File: src/rtl/lane_fifo_pkg.sv
// Shared defaults and sizing helpers for the per-lane transmit FIFO.
// Pure declarations, no logic or latency.
// No flow control here; consumers apply their own handshakes.
package lane_fifo_pkg;

    localparam int DEF_DATA_WIDTH = 6;
    localparam int DEF_ADDR_WIDTH = 2;
    localparam int DEF_DEPTH      = 2 ** DEF_ADDR_WIDTH;
    localparam int DEF_AF_MARGIN  = 1;
    localparam int DEF_AE_MARGIN  = 1;
    localparam bit DEF_ZERO_IDLE  = 1'b1;

    // Bits needed to hold an occupancy of 0..depth inclusive.
    function automatic int count_width(input int depth);
        return $clog2(depth + 1);
    endfunction

endpackage

File: src/rtl/lane_fifo_mem.sv
// DEPTH x DATA_WIDTH register array, one write port, one registered read port.
// Read data appears one cycle after rd_en; idle cycles give 0 or hold per ZERO_IDLE.
// No backpressure; the caller guarantees legal addresses and enables.
module lane_fifo_mem
    import lane_fifo_pkg::*;
#(
    parameter int DATA_WIDTH = DEF_DATA_WIDTH,
    parameter int ADDR_WIDTH = DEF_ADDR_WIDTH,
    parameter bit ZERO_IDLE  = DEF_ZERO_IDLE
) (
    input  logic                  clk,
    input  logic                  reset,
    input  logic                  wr_en,
    input  logic [ADDR_WIDTH-1:0] wr_addr,
    input  logic [DATA_WIDTH-1:0] wr_data,
    input  logic                  rd_en,
    input  logic [ADDR_WIDTH-1:0] rd_addr,
    output logic [DATA_WIDTH-1:0] rd_data
);

    localparam int DEPTH = 2 ** ADDR_WIDTH;

    logic [DATA_WIDTH-1:0] mem [DEPTH];

    // Storage write; contents deliberately not reset.
    always_ff @(posedge clk) begin
        if (wr_en) begin
            mem[wr_addr] <= wr_data;
        end
    end

    // Registered read port; a same-cycle write to rd_addr returns the old word.
    always_ff @(posedge clk or negedge reset) begin
        if (!reset) begin
            rd_data <= '0;
        end else if (rd_en) begin
            rd_data <= mem[rd_addr];
        end else if (ZERO_IDLE) begin
            rd_data <= '0;
        end
    end

endmodule

File: src/rtl/lane_fifo.sv
// Per-lane synchronous FIFO with margins, sticky overflow/underflow and registered read.
// Read data/valid one cycle after rd_enable; flags and count one cycle after the enables.
// Writes while full are dropped unless a read is accepted in the same cycle; reads while empty are rejected.
module lane_fifo
    import lane_fifo_pkg::*;
#(
    parameter int DATA_WIDTH = DEF_DATA_WIDTH,
    parameter int ADDR_WIDTH = DEF_ADDR_WIDTH,
    parameter int AF_MARGIN  = DEF_AF_MARGIN,
    parameter int AE_MARGIN  = DEF_AE_MARGIN,
    parameter bit ZERO_IDLE  = DEF_ZERO_IDLE
) (
    input  logic                  clk,
    input  logic                  reset,
    input  logic                  wr_enable,
    input  logic                  rd_enable,
    input  logic [DATA_WIDTH-1:0] data_in,
    input  logic                  err_clr,
    output logic [DATA_WIDTH-1:0] data_out,
    output logic                  valid_out,
    output logic                  full_fifo,
    output logic                  empty_fifo,
    output logic                  almost_full_fifo,
    output logic                  almost_empty_fifo,
    output logic                  overflow,
    output logic                  underflow,
    output logic                  error,
    output logic [ADDR_WIDTH:0]   fifo_count
);

    localparam int DEPTH = 2 ** ADDR_WIDTH;
    localparam int CW    = ADDR_WIDTH + 1;

    localparam logic [CW-1:0] DEPTH_C = CW'(DEPTH);
    localparam logic [CW-1:0] AF_TH   = CW'(DEPTH - AF_MARGIN);
    localparam logic [CW-1:0] AE_TH   = CW'(AE_MARGIN);
    localparam logic [CW-1:0] ONE_C   = CW'(1);

    if (AF_MARGIN >= DEPTH || AF_MARGIN < 0) begin : g_bad_af
        $error("lane_fifo: AF_MARGIN must be in 0..DEPTH-1");
    end
    if (AE_MARGIN >= DEPTH || AE_MARGIN < 0) begin : g_bad_ae
        $error("lane_fifo: AE_MARGIN must be in 0..DEPTH-1");
    end
    if (count_width(DEPTH) != CW) begin : g_bad_cw
        $error("lane_fifo: count width mismatch");
    end

    logic [ADDR_WIDTH-1:0] wr_ptr;
    logic [ADDR_WIDTH-1:0] rd_ptr;
    logic [CW-1:0]         count;
    logic                  wr_acc;
    logic                  rd_acc;
    logic                  ovf_evt;
    logic                  unf_evt;

    // Status flags derive from the count register only.
    assign full_fifo         = (count == DEPTH_C);
    assign empty_fifo        = (count == '0);
    assign almost_full_fifo  = (count >= AF_TH);
    assign almost_empty_fifo = (count <= AE_TH);
    assign fifo_count        = count;
    assign error             = overflow | underflow;

    // A read frees a slot in the same cycle, so full+read still accepts the write.
    assign wr_acc  = wr_enable & (~full_fifo | rd_enable);
    assign rd_acc  = rd_enable & ~empty_fifo;
    assign ovf_evt = wr_enable & ~wr_acc;
    assign unf_evt = rd_enable & ~rd_acc;

    lane_fifo_mem #(
        .DATA_WIDTH (DATA_WIDTH),
        .ADDR_WIDTH (ADDR_WIDTH),
        .ZERO_IDLE  (ZERO_IDLE)
    ) u_mem (
        .clk     (clk),
        .reset   (reset),
        .wr_en   (wr_acc),
        .wr_addr (wr_ptr),
        .wr_data (data_in),
        .rd_en   (rd_acc),
        .rd_addr (rd_ptr),
        .rd_data (data_out)
    );

    // Pointers advance on acceptance and wrap naturally at DEPTH.
    always_ff @(posedge clk or negedge reset) begin
        if (!reset) begin
            wr_ptr <= '0;
            rd_ptr <= '0;
        end else begin
            if (wr_acc) wr_ptr <= wr_ptr + 1'b1;
            if (rd_acc) rd_ptr <= rd_ptr + 1'b1;
        end
    end

    // Occupancy tracks +wr_acc -rd_acc; acceptance rules keep it in 0..DEPTH.
    always_ff @(posedge clk or negedge reset) begin
        if (!reset) begin
            count <= '0;
        end else begin
            case ({wr_acc, rd_acc})
                2'b10:   count <= count + ONE_C;
                2'b01:   count <= count - ONE_C;
                default: count <= count;
            endcase
        end
    end

    // Read valid strobe aligned with the registered read data.
    always_ff @(posedge clk or negedge reset) begin
        if (!reset) begin
            valid_out <= 1'b0;
        end else begin
            valid_out <= rd_acc;
        end
    end

    // Sticky error flags; a new violation wins over a coincident clear.
    always_ff @(posedge clk or negedge reset) begin
        if (!reset) begin
            overflow  <= 1'b0;
            underflow <= 1'b0;
        end else begin
            if (ovf_evt)      overflow <= 1'b1;
            else if (err_clr) overflow <= 1'b0;
            if (unf_evt)      underflow <= 1'b1;
            else if (err_clr) underflow <= 1'b0;
        end
    end

endmodule
File: config.mk
export PLATFORM = sky130hd
export DESIGN_NAME = lane_fifo
export DESIGN_NICKNAME = d
export VERILOG_FILES = /design/src/rtl/lane_fifo_pkg.sv /design/src/rtl/lane_fifo_mem.sv /design/src/rtl/lane_fifo.sv
export SDC_FILE = /design/constraint.sdc
export NUM_CORES = 1
export LEC_CHECK = 0
export BUFFER_PORTS_ARGS = -buffer_cell sky130_fd_sc_hd__buf_4
export CORE_AREA = 2 2 78 80
export CTS_CLUSTER_DIAMETER = 120
export DETAILED_ROUTE_END_ITERATION = 8
export DIE_AREA = 0 0 80 82
export REMOVE_ABC_BUFFERS = 1
export SKIP_CTS_REPAIR_TIMING = 1
export SYNTH_ARGS = -nofsm -noshare
export SYNTH_HDL_FRONTEND = slang
export SYNTH_SLANG_ARGS = --single-unit
File: constraint.sdc
create_clock -name clk -period 3.1 [get_ports clk]
set_input_delay 0.465 -clock clk [delete_from_list [all_inputs] [get_ports clk]]
set_output_delay 0.465 -clock clk [all_outputs]
set_load 0.05 [all_outputs]
# After elaboration in Yosys (flattened, before gate mapping)
# Memories as Yosys holds them, arrays and structs flattened.
# Index checks and enable logic that the tools add are counted.
dict set report op_classes {
  muxes 7
  n_lt_le_gt_ge 2
  n_bitwise 10
  eq_ne 3
  n_reduce_logical 4
  n_addsub 4
}
# cell count
set ops {}
lappend ops {{$mux 6} 1}
lappend ops {{$pmux 3 s2} 1}
lappend ops {{$reduce_bool 2->1} 3}
lappend ops {{$mux 1} 5}
lappend ops {{$add 2x1->2 const B} 2}
lappend ops {{$and 1x1->1} 4}
lappend ops {{$not 1->1} 4}
lappend ops {{$add 3x1->3 const B} 1}
lappend ops {{$eq 3x3->1 const B} 1}
lappend ops {{$ge 3x2->1 const B} 1}
lappend ops {{$le 3x1->1 const B} 1}
lappend ops {{$logic_not 3->1} 1}
lappend ops {{$sub 3x1->3 const B} 1}
lappend ops {{$eq 2x1->1 const B} 1}
lappend ops {{$eq 2x2->1 const B} 1}
lappend ops {{$or 1x1->1} 2}
dict set report word_totals {
  mem_bits_rw 24
  memories 1
  input_bits 11
  regBits 16
}
# name depth width read_ports rd_ports_with_merged_regs wr line
set mem_list {}
lappend mem_list {u_mem.mem 4 6 1 0 1 lane_fifo_mem.sv:23} ;# logic [DATA_WIDTH-1:0] mem [DEPTH];

# Depth between registers and ports, before layout
dict set report logic_depth {
  word_depth 7
  mapped_depth 9
}

# By module
# A second synthesis with hierarchy kept.
dict set report hier_totals {
  cells_unflattened 108
  area_unflattened_um2 1616.6
}
# module cells_each area_per_inst_um2 instances seq_area_each_um2
set modules_own_cells {}
lappend modules_own_cells {lane_fifo_mem 56 1079.8 1 870.8}
lappend modules_own_cells {lane_fifo 52 536.8 1 250.2}

# Least setup slack after synthesis
# No wires, ideal clock.
dict set report synth_path {
  path_kind {flip-flop to output port}
  start {reg count[0], in the netlist fifo_count[0]}
  end {out almost_full_fifo}
  path_buffers 0
  setup_slack_ns 0.666
  stages_incl_launch_ff 3
  arrival_ns 1.969
  path_cell_list {dfrtp_1 > inv_1 > o21ai_0}
}
dict set report synth_between {
  elab_chain_cells 1
}
# item line
set synth_rtl {}
lappend synth_rtl {{start, declared} lane_fifo.sv:51} ;# logic [CW-1:0] count;
lappend synth_rtl {{start signal, assigned} lane_fifo.sv:103} ;# 2'b10: count <= count + ONE_C;
lappend synth_rtl {{start signal, assigned} lane_fifo.sv:104} ;# 2'b01: count <= count - ONE_C;
lappend synth_rtl {{start signal, assigned} lane_fifo.sv:105} ;# default: count <= count;
lappend synth_rtl {{$ge 3x2->1} lane_fifo.sv:60} ;# assign almost_full_fifo = (count >= AF_TH);
lappend synth_rtl {{end, declared} lane_fifo.sv:23} ;# output logic almost_full_fifo,
# No other way between the ends.

# Final worst setup path
dict set report layout_path {
  start {reg count[0], in the netlist fifo_count[0]}
  end {out empty_fifo}
}
dict set report layout_between {
  elab_chain_cells 1
}
# item line
set layout_rtl {}
lappend layout_rtl {{$logic_not 3->1} lane_fifo.sv:59} ;# assign empty_fifo = (count == '0);
lappend layout_rtl {{end, declared} lane_fifo.sv:22} ;# output logic empty_fifo,
# No other way between the ends.

==> metrics.yaml <==
floorplanning:
  dieHeight_um: 82
  io_pins: 28
  start_util_pct: 29.2
  row_count: 28
  placeableCoreArea_mm2: 0.00575
  die_w_um: 80
  die_area_mm2: 0.00656
timing:
  hold_violations: 0
  slew_headroom_pct: 54.2
  rsz0062_at_grt: "no"
  final.setup_skew_ps: 7.17
  whs_ps: 27.2
  fmax_mhz: 505
  finalSetupViolations: 0
  drv_slew: 0
  finalSetupTns_ps: 0
  worst_pin_slew_ps: 687
  worst_slack_ps: 1120
  fin_crit_sh_pct: 63.9
  fin_crit_ps: 1980
yosys:
  synth_edf_count: 24
  netlist_area_mm2: 0.00168
  netlist-cell-type-count: 26
  synth.top_cell.area_share_pct: 43.0
  syn_avg_cell_area_um2: 15.2
  ys_top_cells_by_count: "edfxtp_1 (24), dfrtp_1 (16), mux2i_1 (12), ha_1 (10), inv_1 (10)"
  yosysWarningCount: 0
  ys_seq_elements: 40
  ys.flop_type: "edfxtp_1"
  ys_seq_area_share_pct: 66.9
  async_flop_share_pct: 40.0
  synth_area_leaders: "edfxtp_1 (43%), dfrtp_1 (24%), ha_1 (7.5%)"
  synth_most_common_cell: "edfxtp_1"
  synth_largest_area_cell: "edfxtp_1"
  syn_inst: 110
clock_tree:
  clkLatencyLatePin_ps: 290
  cts_tree: "done"
  cts.clk_slew.worst_paths_ps: 80
  cts_made_buffers: 5
  h-tree-depth: 2
  clk_path_buf_depth: 2
  root_buffer: "clkbuf_8"
  clock_sinks: 40
global_routing:
  grt_pass1_wl_um: 4460
  grt_usage_pct: 9.45
  grt_antenna_before_repair: 0
  first_global_vias: 915
  overflow: 0
  grt_max_degree: 17
drt:
  avgRoutedWirePerCell_um: 13.6
  viasPerCell: 4.34
  drc: 0
  drtIter0Drc: 45
  vias: 947
  firstDrtPassIters: 3
  ant_nets: 0
  totalWireLength_um: 2960
placed_design:
  pre_cts_ws_ps: 1230
  gp_congestion: 0.812
  hpwlAfterDp_um: 2090
  portBuffers: 27
finish:
  final_core_util_pct: 35.6
  antenna_cells: 0
  drive_gt1_share_pct: 28.0
  nets: 163
  filler_cell_count: 562
  syn_to_final_growth_pct: 22.0
worst_setup_path:
  path_max_fanout: 5
  reg2reg_to: "fifo_count[2]"
  cp-end-kind: "output port"
  crit-reg2reg-launch: "fifo_count[0]"
  path_class: "reg -> out"
  r2r_cells: 7
  ff2ff_setup_slack_ps: 1210
  crit_start: "fifo_count[0]"
  crit_path_start_kind: "flop"
  crit_required_ps: 2630
  cp.arrival_ps: 1520
pwr:
  peakVddDrop_uv: 374
  power.density_mw_per_mm2: 1080
  leakagePower_nw: 0.912
run:
  drv_cap: 0
outcome:
  status: "completed"
hold_path:
  hold_path_class: "in -> async"
## area by class of cell
class	count	area, um2	share of cell area [%]
Sequential cell	40	1120	54.8
Multi-Input combinational cell	58	505	24.7
Timing Repair Buffer	27	203	9.91
Tap cell	75	93.8	4.59
Clock buffer	6	72.6	3.55
Inverter	10	37.5	1.83
Clock inverter	2	12.5	0.612
## layer usage
metal  GRT usage [%]  vias up  part of all wire, %
met5               0        -                    0
met3            2.75        4                  3.5
met4            5.25        0                  1.7
met2            16.8       15                   56
met1            10.0      473                   39
li1                -      455                    -
## worst max-delay path: stages (launching register included)
cell,delay [ps]
dfrtp_1,440
inv_1,140
ha_1,260
nand2b_2,110
inv_1,90
buf_4,200
## where the power goes
part	internal [mW]	total [mW]	switching, mW
Combinational	0.365	1.04	0.670
Clock	0.157	0.328	0.171
Sequential	0.730	0.854	0.124
Total	1.25	2.22	0.966
## cells by family after synthesis
| group | share of synthesized area [%] |
|---|---|
| muxes | 8.06 |
| and+or+nand+nor | 6.79 |
| DFF | 66.9 |
| xor gates and xnor gates | 2.61 |
| adders and majority gates | 7.46 |
| AOI/OAI and AO/OA | 5.22 |
| buffers and inverters | 2.99 |
## layout by cell type (no fill, tap or decap), types with 3 or more instances in the layout
| cell type | netlist | routed |
|---|---|---|
| mux2i_1 | 12 | 12 |
| dfrtp_1 | 16 | 16 |
| inv_1 | 10 | 10 |
| buf_4 | 1 | 27 |
| clkbuf_8 | 0 | 5 |
| xnor2_1 | 4 | 4 |
| ha_1 | 10 | 10 |
| nor2_1 | 3 | 3 |
| edfxtp_1 | 24 | 24 |
| and3_1 | 4 | 4 |
| o22ai_1 | 7 | 7 |
## how the worst max path moves through the flow
| stage | slack [ps] | end |
|---|---|---|
| after floorplan | 670 | almost_full_fifo |
| after global placement | 1310 | fifo_count[2] |
| after detailed placement | 1230 | fifo_count[2] |
| after CTS | 1100 | empty_fifo |
| after global routing | 980 | empty_fifo |
| final | 1120 | empty_fifo |
## registers in the layout, indices dropped and copies added, names as in the netlist
signal         count
fifo_count         3
overflow           1
valid_out          1
u_mem.mem         24
underflow          1
wr_ptr             2
rd_ptr             2
u_mem.rd_data      6
## stage by stage
stage,area (um2),std cells,power (mW)
after global placement,1960,210,1.88
after floorplan,1660,108,1.60
after CTS,2050,218,2.24
final,2050,218,2.22
after detailed placement,1960,210,1.91
after global routing,2050,218,2.35
(Power assumes the default switching activity.)
